--- src/rtl/triad_arb_pkg.sv ---
`default_nettype none
// ============================================================================
//  Module   : triad_arb_pkg
//  Purpose  : Shared constants, FSM state encoding and helpers for the
//             triad_arbiter block.
//  Revision : 1.0 - initial release
// ============================================================================
package triad_arb_pkg;

  // Width of one sensor_iterations word as produced by triad_manager.
  localparam int ITER_W_DEFAULT         = 102;
  // 2 ms at 12 MHz.
  localparam int TIMEOUT_CYCLES_DEFAULT = 24000;
  // Grant index width; also caps the number of triads at 8.
  localparam int GRANT_W                = 3;
  localparam int MAX_TRIADS             = 1 << GRANT_W;

  typedef enum logic [1:0] {
    ST_IDLE      = 2'd0,
    ST_LOAD      = 2'd1,
    ST_WAIT_DONE = 2'd2,
    ST_RELEASE   = 2'd3
  } arb_state_e;

  // One-hot decode of a grant index over the maximum triad count.
  function automatic logic [MAX_TRIADS-1:0] idx_onehot(input logic [GRANT_W-1:0] idx);
    idx_onehot = {{(MAX_TRIADS-1){1'b0}}, 1'b1} << idx;
  endfunction

endpackage : triad_arb_pkg
`default_nettype wire

--- src/rtl/rr_priority_picker.sv ---
`default_nettype none
// ============================================================================
//  Module   : rr_priority_picker
//  Purpose  : Combinational round-robin picker. Searches the request vector
//             starting at the index after last_grant_i and wraps around; the
//             previous winner has the lowest priority.
//  Revision : 1.0 - initial release
// ============================================================================
module rr_priority_picker
  import triad_arb_pkg::*;
#(
  parameter int NUM_REQ = 4
) (
  input  logic [NUM_REQ-1:0] req_i,
  input  logic [GRANT_W-1:0] last_grant_i,
  output logic [GRANT_W-1:0] winner_o,
  output logic               valid_o
);

  logic [MAX_TRIADS-1:0] req_pad;

  // Walk offsets from farthest to nearest so the nearest requester wins.
  always_comb begin
    req_pad                = '0;
    req_pad[NUM_REQ-1:0]   = req_i;
    winner_o               = '0;
    valid_o                = 1'b0;
    for (int i = NUM_REQ; i >= 1; i--) begin
      int                 sum;
      logic [GRANT_W-1:0] idx;
      sum = int'(last_grant_i) + i;
      if (sum >= NUM_REQ) sum = sum - NUM_REQ;
      idx = GRANT_W'(sum);
      if (req_pad[idx]) begin
        winner_o = idx;
        valid_o  = 1'b1;
      end
    end
  end

endmodule : rr_priority_picker
`default_nettype wire

--- src/rtl/triad_arbiter.sv ---
`default_nettype none
// ============================================================================
//  Module   : triad_arbiter
//  Purpose  : Shares one serial_transmitter between NUM_TRIADS triad_manager
//             requesters. Round-robin grant, one transfer at a time, with a
//             per-triad mask that blocks re-grant of a stale request level
//             coming from the slower triad clock domain.
//  Options  : TRIAD_ARB_TIMEOUT_EN - watchdog in WAIT_DONE; after
//             TIMEOUT_CYCLES without a done pulse the transfer is released
//             as if done had arrived. Undefined: WAIT_DONE waits forever.
//  Revision : 1.0 - initial release
// ============================================================================
module triad_arbiter
  import triad_arb_pkg::*;
#(
  parameter int NUM_TRIADS     = 4,
  parameter int ITER_W         = ITER_W_DEFAULT,
  parameter int TIMEOUT_CYCLES = TIMEOUT_CYCLES_DEFAULT
) (
  input  logic                         clk_12MHz,
  input  logic                         rst_n,
  input  logic [NUM_TRIADS-1:0]        data_avl_i,
  input  logic [NUM_TRIADS*ITER_W-1:0] sensor_iterations_i,
  output logic [NUM_TRIADS-1:0]        reset_parser_o,
  output logic                         data_avl_o,
  output logic [ITER_W-1:0]            sensor_iterations_o,
  input  logic                         reset_parser_i,
  output logic [GRANT_W-1:0]           grant_id_o
);

  arb_state_e                state_q, state_d;
  logic [GRANT_W-1:0]        pick_q, pick_d;
  logic [GRANT_W-1:0]        grant_q, grant_d;
  logic [GRANT_W-1:0]        last_grant_q, last_grant_d;
  logic [NUM_TRIADS-1:0]     mask_q, mask_d;
  logic [NUM_TRIADS-1:0]     reset_parser_q, reset_parser_d;
  logic                      data_avl_q, data_avl_d;
  logic [ITER_W-1:0]         sensor_q, sensor_d;

  logic [GRANT_W-1:0]        winner;
  logic                      winner_valid;
  logic [MAX_TRIADS-1:0]     grant_oh;
  logic                      tmo_hit;
  logic [ITER_W-1:0]         words [MAX_TRIADS];

  // Unflatten the word bus; unused slots read as zero.
  for (genvar k = 0; k < MAX_TRIADS; k++) begin : g_word
    if (k < NUM_TRIADS) begin : g_used
      assign words[k] = sensor_iterations_i[k*ITER_W +: ITER_W];
    end else begin : g_unused
      assign words[k] = '0;
    end
  end

  rr_priority_picker #(
    .NUM_REQ      (NUM_TRIADS)
  ) u_picker (
    .req_i        (data_avl_i & ~mask_q),
    .last_grant_i (last_grant_q),
    .winner_o     (winner),
    .valid_o      (winner_valid)
  );

  assign grant_oh = idx_onehot(grant_q);

`ifdef TRIAD_ARB_TIMEOUT_EN
  localparam int TMO_W = $clog2(TIMEOUT_CYCLES + 1);
  logic [TMO_W-1:0] tmo_cnt_q, tmo_cnt_d;

  // Count cycles spent in WAIT_DONE; fires on the last allowed cycle.
  always_comb begin
    tmo_cnt_d = '0;
    tmo_hit   = 1'b0;
    if (state_q == ST_WAIT_DONE) begin
      if (tmo_cnt_q == TMO_W'(TIMEOUT_CYCLES - 1)) tmo_hit = 1'b1;
      else                                         tmo_cnt_d = tmo_cnt_q + 1'b1;
    end
  end

  // Watchdog counter register.
  always_ff @(posedge clk_12MHz or negedge rst_n) begin
    if (!rst_n) tmo_cnt_q <= '0;
    else        tmo_cnt_q <= tmo_cnt_d;
  end
`else
  assign tmo_hit = 1'b0;
`endif

  // Next-state and registered-output logic. The word is loaded one cycle
  // before data_avl_o rises so the transmitter always sees a settled word.
  always_comb begin
    state_d        = state_q;
    pick_d         = pick_q;
    grant_d        = grant_q;
    last_grant_d   = last_grant_q;
    sensor_d       = sensor_q;
    data_avl_d     = data_avl_q;
    reset_parser_d = '0;
    // A mask bit only drops once its request is seen low.
    mask_d         = mask_q & data_avl_i;
    case (state_q)
      ST_IDLE: begin
        if (winner_valid) begin
          pick_d  = winner;
          state_d = ST_LOAD;
        end
      end
      ST_LOAD: begin
        sensor_d = words[pick_q];
        grant_d  = pick_q;
        state_d  = ST_WAIT_DONE;
      end
      ST_WAIT_DONE: begin
        if (reset_parser_i || tmo_hit) begin
          data_avl_d     = 1'b0;
          reset_parser_d = grant_oh[NUM_TRIADS-1:0];
          state_d        = ST_RELEASE;
        end else begin
          data_avl_d     = 1'b1;
        end
      end
      ST_RELEASE: begin
        mask_d       = mask_d | grant_oh[NUM_TRIADS-1:0];
        last_grant_d = grant_q;
        state_d      = ST_IDLE;
      end
      default: state_d = ST_IDLE;
    endcase
  end

  // State and output registers; reset aborts any transfer without a release.
  always_ff @(posedge clk_12MHz or negedge rst_n) begin
    if (!rst_n) begin
      state_q        <= ST_IDLE;
      pick_q         <= '0;
      grant_q        <= '0;
      last_grant_q   <= GRANT_W'(NUM_TRIADS - 1);
      mask_q         <= '0;
      reset_parser_q <= '0;
      data_avl_q     <= 1'b0;
      sensor_q       <= '0;
    end else begin
      state_q        <= state_d;
      pick_q         <= pick_d;
      grant_q        <= grant_d;
      last_grant_q   <= last_grant_d;
      mask_q         <= mask_d;
      reset_parser_q <= reset_parser_d;
      data_avl_q     <= data_avl_d;
      sensor_q       <= sensor_d;
    end
  end

  assign reset_parser_o      = reset_parser_q;
  assign data_avl_o          = data_avl_q;
  assign sensor_iterations_o = sensor_q;
  assign grant_id_o          = grant_q;

endmodule : triad_arbiter
`default_nettype wire

--- config.mk ---
export PLATFORM = sky130hd
export DESIGN_NAME = triad_arbiter
export DESIGN_NICKNAME = d
export VERILOG_FILES = /design/src/rtl/triad_arb_pkg.sv /design/src/rtl/rr_priority_picker.sv /design/src/rtl/triad_arbiter.sv
export SDC_FILE = /design/constraint.sdc
export NUM_CORES = 1
export LEC_CHECK = 0
export BUFFER_PORTS_ARGS = -buffer_cell sky130_fd_sc_hd__buf_2
export CAP_MARGIN = 40
export CORE_AREA = 3 3 200 202
export CTS_CLUSTER_SIZE = 20
export DETAILED_ROUTE_END_ITERATION = 7
export DIE_AREA = 0 0 203 205
export GPL_ROUTABILITY_DRIVEN = 0
export PLACE_DENSITY = 0.42
export SETUP_SLACK_MARGIN = 0.02
export SYNTH_ARGS = -nofsm -noshare
export SYNTH_HDL_FRONTEND = slang
export SYNTH_SLANG_ARGS = --single-unit
--- constraint.sdc ---
create_clock -name clk_12MHz -period 3.2 [get_ports clk_12MHz]
set_input_delay 0.64 -clock clk_12MHz [delete_from_list [all_inputs] [get_ports clk_12MHz]]
set_output_delay 0.64 -clock clk_12MHz [all_outputs]
set_load 0.005 [all_outputs]
==> out/metrics.yaml <==
ant_nets: 0
via_per_inst: 4.24
cts-buffers-inserted: 17
outcome: "complete, no violations"
fmax_mhz: 384
topRoutingLayerUsed: "met5"
vias: 7232
track_usage_pct: 13.7
hold_violations: 0
setup_viol_count_final: 0
cts.sinks: 122
rows: 72
hpwl_um: 23700
min_path_type: "primary input to async pin"
avgSynthCellArea_um2: 11.2
insertedDiodeCount: 0
nNetsFinal: 1596
fin_worst_skew_ns: 0.0112
ir_drop_v: 0.000436
cp.required_ns: 3.51
cts.repair.resized: 0
die_area_um2: 41600
report.final.slew_viol_count: 0
clk_pin_slew_ns: 0.06
grt_pass1_vias: 7582
powerDensity_nw_per_um2: 876
htreeDepth: 4
drv_cap: 0
synth_area_um2: 7460
yosysSeqAreaShare_pct: 41.0
wl_met3_um: 2470
coreArea_um2: 38500
holdBufCountCts: 0
initial_core_util_pct: 19.4
drc: 0
grt_max_degree: 71
dr_wl_met2_um: 14700
die_x_um: 203
hold_slack_ns: 0.229
fin_cells: 1706
min_period_ns: 2.61
dr.pass1.iters: 5
clock_latency_ns: 0.43
grt.overflow.total: 0
postCtsSetupRepairBufs: 0
arrival_ns: 2.91
worstPathMaxFanout: 15
synthesis.nets: 1090
start_kind: "register"
port_buffers: 524
max_slew_margin_pct: 51.7
worst_slew_pin_slew_ns: 0.724
critPathKind: "register to register"
finalWirelength_um: 29600
synth-seq-cells: 122
ys_top_cells_by_area: "dfrtp_1 (40%), mux4_2 (31%), o21ai_0 (7.4%)"
cts_buffer_depth: 2
ios: 525
synth_ff_type: "dfrtp_1"
cts_tree: "yes"
post-route-period-util_pct: 81.4
drt-wirelength-per-cell_um: 17.4
drt_iter0_drc: 290
wl_met1_um: 11700
synth-edff-count: 0
worst_setup_path_end_kind: "register"
synth_top_area_cell: "dfrtp_1"
async_flop_share_pct: 100
p_total_mw: 9.98
tns_ns: 0
grt_first_pass_wirelength_um: 43200
dieHeight_um: 205
p_leak_nw: 5.59
clockRootBuffer: "clkbuf_16"
syn_to_final_growth_pct: 52.8
antenna_found_initial: 3
synthCells: 669
yosys.area.top_type_share_pct: 40.3
drive_above_1_share_pct: 57.6
rsz0062_at_grt: "false"
yosys_warnings: 0
synth.distinct_cells: 43
dp_cells: 1674
-- routing by layer --
metal	up-vias	track usage (%)
met4	6	5.59
met1	3460	16.4
met2	358	22.9
li1	3366	-
met3	42	4.10
met5	-	0
-- synth_stat cells, drive strengths merged, types with 3 or more instances --
| cell | count |
|---|---|
| dfrtp | 120 |
| nand2 | 115 |
| o21ai | 111 |
| inv | 110 |
| mux4 | 103 |
| clkbuf | 32 |
| buf | 18 |
| ha | 6 |
| nor2b | 6 |
| mux2 | 4 |
| and2 | 3 |
| nor2 | 3 |
| nor3 | 3 |
| or2 | 3 |
-- sequential cells by signal, summed over array words and instances, names as in the netlist --
register and flops:
last_grant_q 3, reset_parser_o 4, grant_id_o 3, state_q 2
pick_q 3, data_avl_o 1, sensor_iterations_o 102, mask_q 4
-- layout by cell type (no fill, tap or decap), drive strengths merged, types with 2 or more instances in the layout --
| cell | n |
|---|---|
| nand2b | 2 |
| and2 | 3 |
| o31ai | 2 |
| nor3b | 2 |
| nand2 | 115 |
| clkinv | 2 |
| a32o | 2 |
| mux2i | 2 |
| buf | 537 |
| o21ai | 111 |
| dfstp | 2 |
| nor3 | 3 |
| nor2b | 6 |
| mux2 | 4 |
| nor2 | 3 |
| dfrtp | 120 |
| mux4 | 103 |
| clkbuf | 25 |
| nand3 | 2 |
| or2 | 3 |
| inv | 110 |
| and3b | 2 |
| ha | 6 |
| bufinv | 5 |
-- final cells by class --
cell class,count,area (um^2)
Clock buffer,25,505
Clock inverter,7,160
Fill cell,4118,27100
Inverter,110,413
Multi-Input combinational cell,387,3800
Sequential cell,122,3060
Tap cell,518,648
Timing Repair Buffer,537,2800
-- through the flow --
step	setup WS (ns)	util (%)	area, um^2
after floorplan	0.667	-	7460
after global placement	0.605	27.9	10700
after detailed placement	0.590	27.9	10700
after CTS	0.581	29.6	11400
after global routing	0.424	29.6	11400
final	0.594	29.6	11400
-- critical path, cell delays in order (launching register included) --
cell     delay [ns]
dfstp_2        0.69
inv_1          0.10
ha_1           0.42
mux4_2         0.36
and2_1         0.19
o31ai_1        0.34
mux2_2         0.38
-- kinds of logic (layout without fill, tap and decap cells) --
| group | Yosys count | after routing | synth area share, % |
|---|---|---|---|
| buffers and inverters | 160 | 679 | 8.32 |
| AND/OR/NAND/NOR | 146 | 146 | 8.44 |
| AO/OA/AOI/OAI | 126 | 126 | 9.26 |
| flip-flops | 122 | 122 | 41.0 |
| adder cells (fa/ha/maj) | 6 | 6 | 1.01 |
| multiplexers | 109 | 109 | 32.0 |
-- report_power, final --
part / switching [mW] / internal, mW
Clock: 0.730 / 1.48
Combinational: 2.45 / 2.48
Sequential: 0.528 / 2.30
Total: 3.71 / 6.27
-- path summary, 6_finish.rpt --
kind | slack (ns) | depth (start not counted) | to | startpoint
worst min register to register | 0.51 | 2 | mask_q[3] | mask_q[3]
worst max-delay path | 0.59 | 6 | pick_q[1] | last_grant_q[0]
max in group asynchronous | 2.26 | 2 | sensor_iterations_o[26] | rst_n
worst max register to register | 0.59 | 6 | pick_q[1] | last_grant_q[0]
min in group clk_12MHz | 0.45 | 3 | mask_q[3] | data_avl_i[3]
worst min-delay path | 0.23 | 1 | sensor_iterations_o[36] | rst_n
No activity file was read; power rests on OpenSTA's default activity.
